--- src/rtl/spi_pkg.sv ---
// rtl/spi_pkg.sv - shared SPI constants and receiver state type
package spi_pkg;

    // Word width shared with the 12-bit SPI master
    localparam int SPI_DATA_W      = 12;
    localparam int SPI_SYNC_STAGES = 2;

    typedef enum logic [1:0] {
        IDLE  = 2'd0,
        SHIFT = 2'd1,
        DONE  = 2'd2
    } spi_rx_state_t;

endpackage

--- src/rtl/spi_pin_sync.sv ---
// rtl/spi_pin_sync.sv - multi-flop pin synchronizer with edge pulses
module spi_pin_sync #(
    parameter int STAGES = 2
) (
    input  logic clk,
    input  logic rst_n,
    input  logic i_pin,
    output logic o_level,
    output logic o_rise,
    output logic o_fall
);

    logic [STAGES-1:0] r_sync;
    logic              r_dly;

    // Shift the asynchronous pin through the chain; r_dly holds the previous synced level
    always_ff @(posedge clk) begin
        if (!rst_n) begin
            r_sync <= '0;
            r_dly  <= 1'b0;
        end else begin
            r_sync <= {r_sync[STAGES-2:0], i_pin};
            r_dly  <= r_sync[STAGES-1];
        end
    end

    // Edges are relative to a chain that resets low, so a pin already low is never a fall
    assign o_level = r_sync[STAGES-1];
    assign o_rise  = r_sync[STAGES-1] & ~r_dly;
    assign o_fall  = r_dly & ~r_sync[STAGES-1];

endmodule

--- src/rtl/spi_slave_rx.sv ---
// rtl/spi_slave_rx.sv - oversampling mode-0 SPI receiver with valid/ready output
module spi_slave_rx
    import spi_pkg::*;
#(
    parameter int DATA_W      = SPI_DATA_W,
    parameter int SYNC_STAGES = SPI_SYNC_STAGES
) (
    input  logic              clk,
    input  logic              rst_n,
    input  logic              cs,
    input  logic              sclk,
    input  logic              mosi,
    output logic [DATA_W-1:0] dout,
    output logic              dout_valid,
    input  logic              dout_ready,
    output logic              busy,
    output logic              frame_err,
    output logic              overrun
);

    localparam int CNT_W = $clog2(DATA_W);

    logic          w_cs_s;
    logic          w_cs_rise;
    logic          w_cs_fall;
    logic          w_sclk_s;
    logic          w_sclk_rise;
    logic          w_sclk_fall;
    logic          w_mosi_s;
    logic          w_mosi_rise;
    logic          w_mosi_fall;
    logic          w_unused;
    logic [DATA_W-1:0] w_word;
    logic          w_take_bit;
    logic          w_last_bit;

    spi_rx_state_t     r_state;
    logic [DATA_W-1:0] r_shift_reg;
    logic [CNT_W-1:0]  r_bit_cnt;
    logic [DATA_W-1:0] r_dout;
    logic              r_dout_valid;
    logic              r_frame_err;
    logic              r_overrun;

    spi_pin_sync #(.STAGES(SYNC_STAGES)) u_cs_sync (
        .clk     (clk),
        .rst_n   (rst_n),
        .i_pin   (cs),
        .o_level (w_cs_s),
        .o_rise  (w_cs_rise),
        .o_fall  (w_cs_fall)
    );

    spi_pin_sync #(.STAGES(SYNC_STAGES)) u_sclk_sync (
        .clk     (clk),
        .rst_n   (rst_n),
        .i_pin   (sclk),
        .o_level (w_sclk_s),
        .o_rise  (w_sclk_rise),
        .o_fall  (w_sclk_fall)
    );

    spi_pin_sync #(.STAGES(SYNC_STAGES)) u_mosi_sync (
        .clk     (clk),
        .rst_n   (rst_n),
        .i_pin   (mosi),
        .o_level (w_mosi_s),
        .o_rise  (w_mosi_rise),
        .o_fall  (w_mosi_fall)
    );

    // Only the synced data level matters; the other edge outputs are intentionally dropped
    assign w_unused = &{1'b0, w_sclk_s, w_sclk_fall, w_mosi_rise, w_mosi_fall};

    // mosi and sclk pass through identical chains, so mosi_s is aligned with sclk_rise
    assign w_word     = {r_shift_reg[DATA_W-2:0], w_mosi_s};
    assign w_take_bit = w_sclk_rise & ~w_cs_s & ~w_cs_rise;
    assign w_last_bit = (r_bit_cnt == CNT_W'(DATA_W - 1));

    // Frame FSM, deserializer and output holding register with one-cycle status pulses
    always_ff @(posedge clk) begin
        if (!rst_n) begin
            r_state      <= IDLE;
            r_shift_reg  <= '0;
            r_bit_cnt    <= '0;
            r_dout       <= '0;
            r_dout_valid <= 1'b0;
            r_frame_err  <= 1'b0;
            r_overrun    <= 1'b0;
        end else begin
            r_frame_err <= 1'b0;
            r_overrun   <= 1'b0;

            // Consumer handshake; a word completing this cycle overrides the clear below
            if (r_dout_valid && dout_ready) begin
                r_dout_valid <= 1'b0;
            end

            case (r_state)
                IDLE: begin
                    if (w_cs_fall) begin
                        r_bit_cnt   <= '0;
                        r_shift_reg <= '0;
                        r_state     <= SHIFT;
                    end
                end

                SHIFT: begin
                    // Chip select closing the frame wins over a coincident sclk edge
                    if (w_cs_rise) begin
                        r_frame_err <= 1'b1;
                        r_shift_reg <= '0;
                        r_bit_cnt   <= '0;
                        r_state     <= IDLE;
                    end else if (w_take_bit) begin
                        r_shift_reg <= w_word;
                        if (w_last_bit) begin
                            r_state <= DONE;
                            if (!r_dout_valid || dout_ready) begin
                                r_dout       <= w_word;
                                r_dout_valid <= 1'b1;
                            end else begin
                                r_overrun <= 1'b1;
                            end
                        end else begin
                            r_bit_cnt <= r_bit_cnt + CNT_W'(1);
                        end
                    end
                end

                DONE: begin
                    // Surplus sclk edges after a full word are silently ignored
                    if (w_cs_rise) begin
                        r_state <= IDLE;
                    end
                end

                default: begin
                    r_state <= IDLE;
                end
            endcase
        end
    end

    assign dout       = r_dout;
    assign dout_valid = r_dout_valid;
    assign frame_err  = r_frame_err;
    assign overrun    = r_overrun;
    assign busy       = (r_state != IDLE);

endmodule

--- config.mk ---
export PLATFORM = sky130hd
export DESIGN_NAME = spi_slave_rx
export DESIGN_NICKNAME = d
export VERILOG_FILES = /design/src/rtl/spi_pkg.sv /design/src/rtl/spi_pin_sync.sv /design/src/rtl/spi_slave_rx.sv
export SDC_FILE = /design/constraint.sdc
export NUM_CORES = 1
export LEC_CHECK = 0
export BUFFER_PORTS_ARGS = -buffer_cell sky130_fd_sc_hd__buf_2
export CAP_MARGIN = 20
export CELL_PAD_IN_SITES_DETAIL_PLACEMENT = 0
export CELL_PAD_IN_SITES_GLOBAL_PLACEMENT = 1
export CORE_MARGIN = 4
export CORE_UTILIZATION = 45
export DETAILED_ROUTE_END_ITERATION = 16
export HOLD_SLACK_MARGIN = 0.05
export MAX_ROUTING_LAYER = met4
export PLACE_DENSITY_LB_ADDON = 0.1
export SLEW_MARGIN = 30
export SYNTH_ARGS = -nofsm -noshare
export SYNTH_HDL_FRONTEND = slang
export SYNTH_SLANG_ARGS = --single-unit
export TNS_END_PERCENT = 30
--- constraint.sdc ---
create_clock -name clk -period 3.25 [get_ports clk]
set_clock_uncertainty 0.05 [all_clocks]
set_input_delay 0.1625 -clock clk [delete_from_list [all_inputs] [get_ports clk]]
set_output_delay 0.1625 -clock clk [all_outputs]
set_load 0.03 [all_outputs]
==> flow_summary_export.csv, run 1 <==
group,metric,value,unit
timing,fin_setup_tns,0,ps
critical_path,critPathLaunchType,"flop",
drt,wirelength,2810,um
global_routing,antenna_violations_before_repair,0,
timing,setup_repair_after_global_routing_missed_its_margin,"false",
logic_synthesis,synth-adder-area-share,0.829,%
drt,ant_nets,0,
logic_synthesis,syn_nets,168,
layout,insertedDiodeCount,0,
global_routing,grt_pass1_wl,4910,um
layout,layout_common_cells,"dfxtp_1 (40), buf_2 (21), nand2_1 (17), nor2_1 (15), mux2i_1 (12)",
critical_path,crit_type,"reg2reg",
critical_path,critical_path_required,3450,ps
logic_synthesis,ys_async_sr_fraction,0,%
floorplan,core.rowCount,20,
status,status,"finished clean",
critical_path,worst_ep_arrival_time,2330,ps
layout,multi_input_area,669,um^2
timing,achievable-frequency,0.469,GHz
layout,finalNetCount,195,
logic_synthesis,syn_inst,161,
flow_run,maxCapViolations,0,
global_routing,vias_in_the_first_global_route,1090,
clock_tree,cts_buffer_depth,2,
critical_path,cp-startpoint,"u_cs_sync.r_sync[1]",
clock_tree,cts-buffers-inserted,5,
logic_synthesis,yosys_warns,0,
hold_path,worstHoldPathType,"in2reg",
layout,final.fill_count,300,
layout,syn_to_final_growth,16.3,%
drt,dr.max_layer_used,"met4",
logic_synthesis,largest_family_of_logic_cells_by_synthesized_area,"simple AND/OR/NAND/NOR gates",
placement,dp_slack,1160,ps
logic_synthesis,postSynth.topFlopCell,"dfxtp_1",
logic_synthesis,synth-seq-area-share,53.1,%
critical_path,worst_setup_path_end_kind,"flop",
timing,finalHoldViolations,0,
placement,dp_hpwl,1880,um
logic_synthesis,netlist_area,0.00151,mm^2
layout,final-seq-area,801,um^2
power_and_ir_drop,cellLeakagePower,0.770,nW
power_and_ir_drop,irDropWorstVdd,0.000259,V
global_routing,grt_overflow_total,0,
clock_tree,clockRootBuffer,"clkbuf_4",
layout,largest_register_ffs,12,
drt,wl_met2,1240,um
logic_synthesis,postSynthRegisterBits,40,
timing,final.setup.worst_slack,1120,ps
drt,route.vias.total,1178,
logic_synthesis,synthSimpleGateAreaFrac,25.5,%
floorplan,core,0.00313,mm^2
floorplan,die_x,65.9,um
logic_synthesis,synth_cell_types,32,
drt,drt-wirelength-per-cell,12.1,um
floorplan,die-height,65.9,um
logic_synthesis,synthesis.area_per_instance,9.37,um^2
clock_tree,htreeDepth,2,
power_and_ir_drop,power-per-cell-area,457,mW/mm^2
logic_synthesis,synthMuxAreaShare,7.96,%
clock_tree,cts_tree,"yes",
clock_tree,worst_setup_hold_path_clk_slew,110,ps
timing,fin_crit_sh,65.5,%
logic_synthesis,synth-edff-count,0,
clock_tree,tritoncts_num_sinks,40,
layout,layout.cells.most_common,"dfxtp_1",
timing,timing.slew.headroom,40.3,%
timing,setup-violations-final,0,
global_routing,groute.usage.overall,15.6,%
drt,avgViaCountPerCell,5.06,
floorplan,num_io_pins,22,
floorplan,dieArea,0.00434,mm^2
drt,m1WireLength,1340,um
critical_path,worstPathMaxFanout,12,
logic_synthesis,yosys.area_share.xor_xnor,0,%
hold_path,timing.hold.worst.start,"rst_n",
placement,globalplace.congestion,0.808,
timing,tightest_slew,893,ps
drt,wl_met3,154,um
placement,numPortBuffers,21,
drt,detailed_routing_iterations_pass_1,5,
drt,number_of_remaining_drc_errors,0,
layout,layout-drive-gt1-share,18.5,%
timing,drv_slew,0,
clock_tree,clock_insertion_delay_worst_skew,350,ps
floorplan,initial_core_util,48.2,%
critical_path,rr_startpoint,"u_cs_sync.r_sync[1]",
logic_synthesis,post_synthesis_compound_gate_area_fraction,10.0,%
drt,drt_first_iter_violations,45,
global_routing,grt_start_max_net_pins,25,
timing,final.min_clock_period,2130,ps
power breakdown:
group,switching (mW),internal [mW],leakage (nW)
Sequential,0.00355,0.496,0.324
Combinational,0.0227,0.0159,0.415
Clock,0.159,0.106,0.0315
Total,0.185,0.618,0.770
final timing paths:
kind                           endpoint  slack, ps  cells past startpoint
hold / removal           r_shift_reg[3]        180                      3
hold reg to reg   u_sclk_sync.r_sync[1]        390                      1
setup / recovery                dout[0]       1120                      4
setup reg to reg                dout[0]       1120                      4
repair_timing:
action / CTS / global route
gates resized for setup: 0 / 0
hold endpoints to repair: 4 / 0
hold buffers: 4 / 0
setup buffers: 0 / 0
cells by family after synthesis:
| kind of cell | after synthesis |
|---|---|
| AOI/OAI and AO/OA | 25 |
| adders and majority gates | 1 |
| muxes | 12 |
| and+or+nand+nor | 74 |
| DFF | 40 |
| buffers and inverters | 9 |
per-stage QoR:
step	util (%)	instance area, um^2	power [mW]	hold WS (ps)	std cells
global route	56.1	1760	0.844	189	233
floorplan	-	1510	0.535	240	161
finish	56.1	1760	0.803	181	233
CTS	56.1	1760	0.818	160	233
detailed placement	52.8	1650	0.546	321	221
global placement	52.8	1650	0.545	318	221
cell usage after synthesis, types with 3 or more instances:
master | number | area share [%]
mux2i_1 | 12 | 8.0
o21ai_1 | 9 | 3.0
a21oi_1 | 4 | 1.3
dfxtp_1 | 40 | 53
nand2b_1 | 5 | 2.1
and2_1 | 9 | 3.7
nor2_1 | 15 | 3.7
o21ai_0 | 5 | 1.7
nand3_1 | 11 | 3.6
nor3_1 | 3 | 0.99
buf_2 | 4 | 1.3
nand2_1 | 17 | 4.2
clkbuf_1 | 3 | 0.75
layer usage:
| metal | vias to the layer above | global-route usage, % |
|---|---|---|
| li1 | 609 | - |
| met5 | - | - |
| met1 | 526 | 18.8 |
| met4 | 0 | 10.1 |
| met2 | 36 | 22.8 |
| met3 | 7 | 4.08 |
final cells by class:
cell class                      count  area share (%)
Clock buffer                        7            3.14
Clock inverter                      1           0.428
Inverter                            2           0.428
Multi-Input combinational cell    112            38.1
Sequential cell                    40            45.6
Tap cell                           44            3.14
Timing Repair Buffer               27            9.12
worst max-delay path, cell delays in order (launching register included):
cell,delay (ps)
dfxtp_1,380
nor3b_1,360
nand4_1,780
mux2i_1,390
nor2_1,60
Power figures use the tool's default switching activity.
==> inputs of run 2 (changes only) <==
--- a/config.mk
+++ b/config.mk
@@ -10,7 +10,7 @@
 export CELL_PAD_IN_SITES_DETAIL_PLACEMENT = 0
 export CELL_PAD_IN_SITES_GLOBAL_PLACEMENT = 1
 export CORE_MARGIN = 4
-export CORE_UTILIZATION = 45
+export CORE_UTILIZATION = 42
 export DETAILED_ROUTE_END_ITERATION = 16
 export HOLD_SLACK_MARGIN = 0.05
 export MAX_ROUTING_LAYER = met4
==> constraint.sdc (replaced) <==
create_clock -name clk -period 2 [get_ports clk]
set_clock_uncertainty 0.05 [all_clocks]
set_input_delay 0.1 -clock clk [delete_from_list [all_inputs] [get_ports clk]]
set_output_delay 0.1 -clock clk [all_outputs]
set_load 0.03 [all_outputs]
==> run 2 against run 1 <==
Effect of this change: via count is 1.1% higher; maximum frequency rose by 34%; total power rose by 65%; sequential share of layout area is 0.70 points lower; highest routed layer unchanged.
==> flow_summary_export.csv, run 2 (synthesized netlist as in run 1, its figures left out) <==
group,metric,value,unit
floorplan,initial_core_util,44.2,%
timing,drv_slew,0,
global_routing,groute.usage.overall,15.3,%
layout,final_cells,238,
power_and_ir_drop,power-per-cell-area,742,mW/mm^2
layout,layout_common_cells,"dfxtp_1 (40), buf_2 (21), nand2_1 (17), nor2_1 (15), mux2i_1 (12)",
floorplan,die_x,67.9,um
layout,layout.cells.most_common,"dfxtp_1",
placement,globalplace.congestion,0.731,
layout,syn_to_final_growth,18.2,%
timing,setup-violations-final,0,
clock_tree,clock_insertion_delay_worst_skew,350,ps
clock_tree,worst_setup_hold_path_clk_slew,130,ps
critical_path,worst_setup_path_end_kind,"flop",
floorplan,num_io_pins,22,
flow_run,maxCapViolations,0,
layout,finalNetCount,198,
floorplan,core.rowCount,21,
power_and_ir_drop,irDropWorstVdd,0.000444,V
layout,layout-drive-gt1-share,20.3,%
drt,drt_first_iter_violations,57,
timing,setup_repair_after_global_routing_missed_its_margin,"false",
critical_path,critPathBufInv,0,
critical_path,critPathTopFamily,"compound AO/OA/AOI/OAI gates",
timing,achievable-frequency,0.629,GHz
drt,wirelength,2930,um
timing,timing.slew.headroom,74.4,%
clock_tree,cts-buffers-inserted,5,
critical_path,critical_path_required,2230,ps
global_routing,antenna_violations_before_repair,0,
layout,insertedDiodeCount,0,
global_routing,grt_overflow_total,0,
clock_tree,post-cts-setup-buffer-count,0,
critical_path,slowest_delay,460,ps
power_and_ir_drop,cellLeakagePower,0.792,nW
floorplan,die-height,67.9,um
timing,fin_setup_tns,0,ps
clock_tree,tritoncts_num_sinks,40,
clock_tree,clockRootBuffer,"clkbuf_4",
timing,finalHoldViolations,0,
hold_path,worstHoldPathType,"in2reg",
critical_path,cp-startpoint,"r_state[0]",
timing,final.min_clock_period,1590,ps
hold_path,timing.hold.worst.start,"rst_n",
critical_path,worst_ep_arrival_time,1820,ps
global_routing,vias_in_the_first_global_route,1081,
placement,dp_hpwl,1980,um
drt,detailed_routing_iterations_pass_1,4,
placement,place_inst,226,
critical_path,crit_chain,"nand2b_1 > a221o_1 > or3_1 > a21oi_1",
clock_tree,post_cts_resized,0,
critical_path,crit_path_max_delay_cell_type,"dfxtp_1",
floorplan,core,0.00342,mm^2
drt,drt-wirelength-per-cell,12.3,um
drt,avgViaCountPerCell,5.00,
clock_tree,cts_hold_buffers,4,
timing,fin_crit_sh,79.5,%
clock_tree,cts_tree,"yes",
drt,number_of_remaining_drc_errors,0,
global_routing,grt_start_max_net_pins,24,
critical_path,critPathLaunchType,"flop",
clock_tree,htreeDepth,2,
placement,numPortBuffers,21,
clock_tree,cts_buffer_depth,2,
status,status,"finished clean",
critical_path,worstPathMaxFanout,8,
global_routing,grt_pass1_wl,5110,um
critical_path,rr_startpoint,"r_state[0]",
floorplan,dieArea,0.00462,mm^2
layout,final.fill_count,351,
drt,route.vias.total,1191,
drt,ant_nets,0,
timing,tightest_slew,383,ps
layout,largest_register_ffs,12,
critical_path,crit_type,"reg2reg",
run 2: final cells by class:
type / count / area (um^2) / share of cell area [%]
Clock buffer: 6 / 51.3 / 2.88
Clock inverter: 2 / 13.8 / 0.772
Inverter: 2 / 7.51 / 0.421
Multi-Input combinational cell: 112 / 669 / 37.5
Sequential cell: 40 / 801 / 44.9
Tap cell: 46 / 57.6 / 3.23
Timing Repair Buffer: 30 / 183 / 10.2
run 2: worst paths after layout:
path,cells past startpoint,slack (ps),to
worst max-delay path,4,410,r_bit_cnt[3]
worst min-delay path,4,170,r_shift_reg[4]
worst max register to register,4,410,r_bit_cnt[3]
worst min register to register,1,400,u_cs_sync.r_sync[1]
run 2: routing by layer:
metal / vias to the layer above / wire (um) / global-route usage [%]
met4: 0 / 45 / 6.20
met1: 545 / 1430 / 19.9
met3: 5 / 173 / 4.93
met2: 30 / 1280 / 21.9
li1: 611 / - / -
met5: - / 0 / -
run 2: tightest hold or removal path, stage by stage:
cell,delay [ps]
buf_2,110
buf_4,200
nand2_1,90
o21ai_1,50
run 2: power breakdown:
part	internal (mW)	total [mW]	switching [mW]
combinational	0.0277	0.0661	0.0384
clock	0.174	0.444	0.270
sequential	0.806	0.812	0.00590
run 2: stage by stage:
step	util [%]	hold WS, ps	instance area (um^2)	power (mW)	worst slack [ps]
floorplan	-	177	1510	0.869	460
global placement	49.1	255	1680	0.889	481
detailed placement	49.1	260	1680	0.891	439
CTS	52.2	165	1780	1.34	416
global route	52.2	180	1780	1.39	317
finish	52.2	171	1780	1.32	410
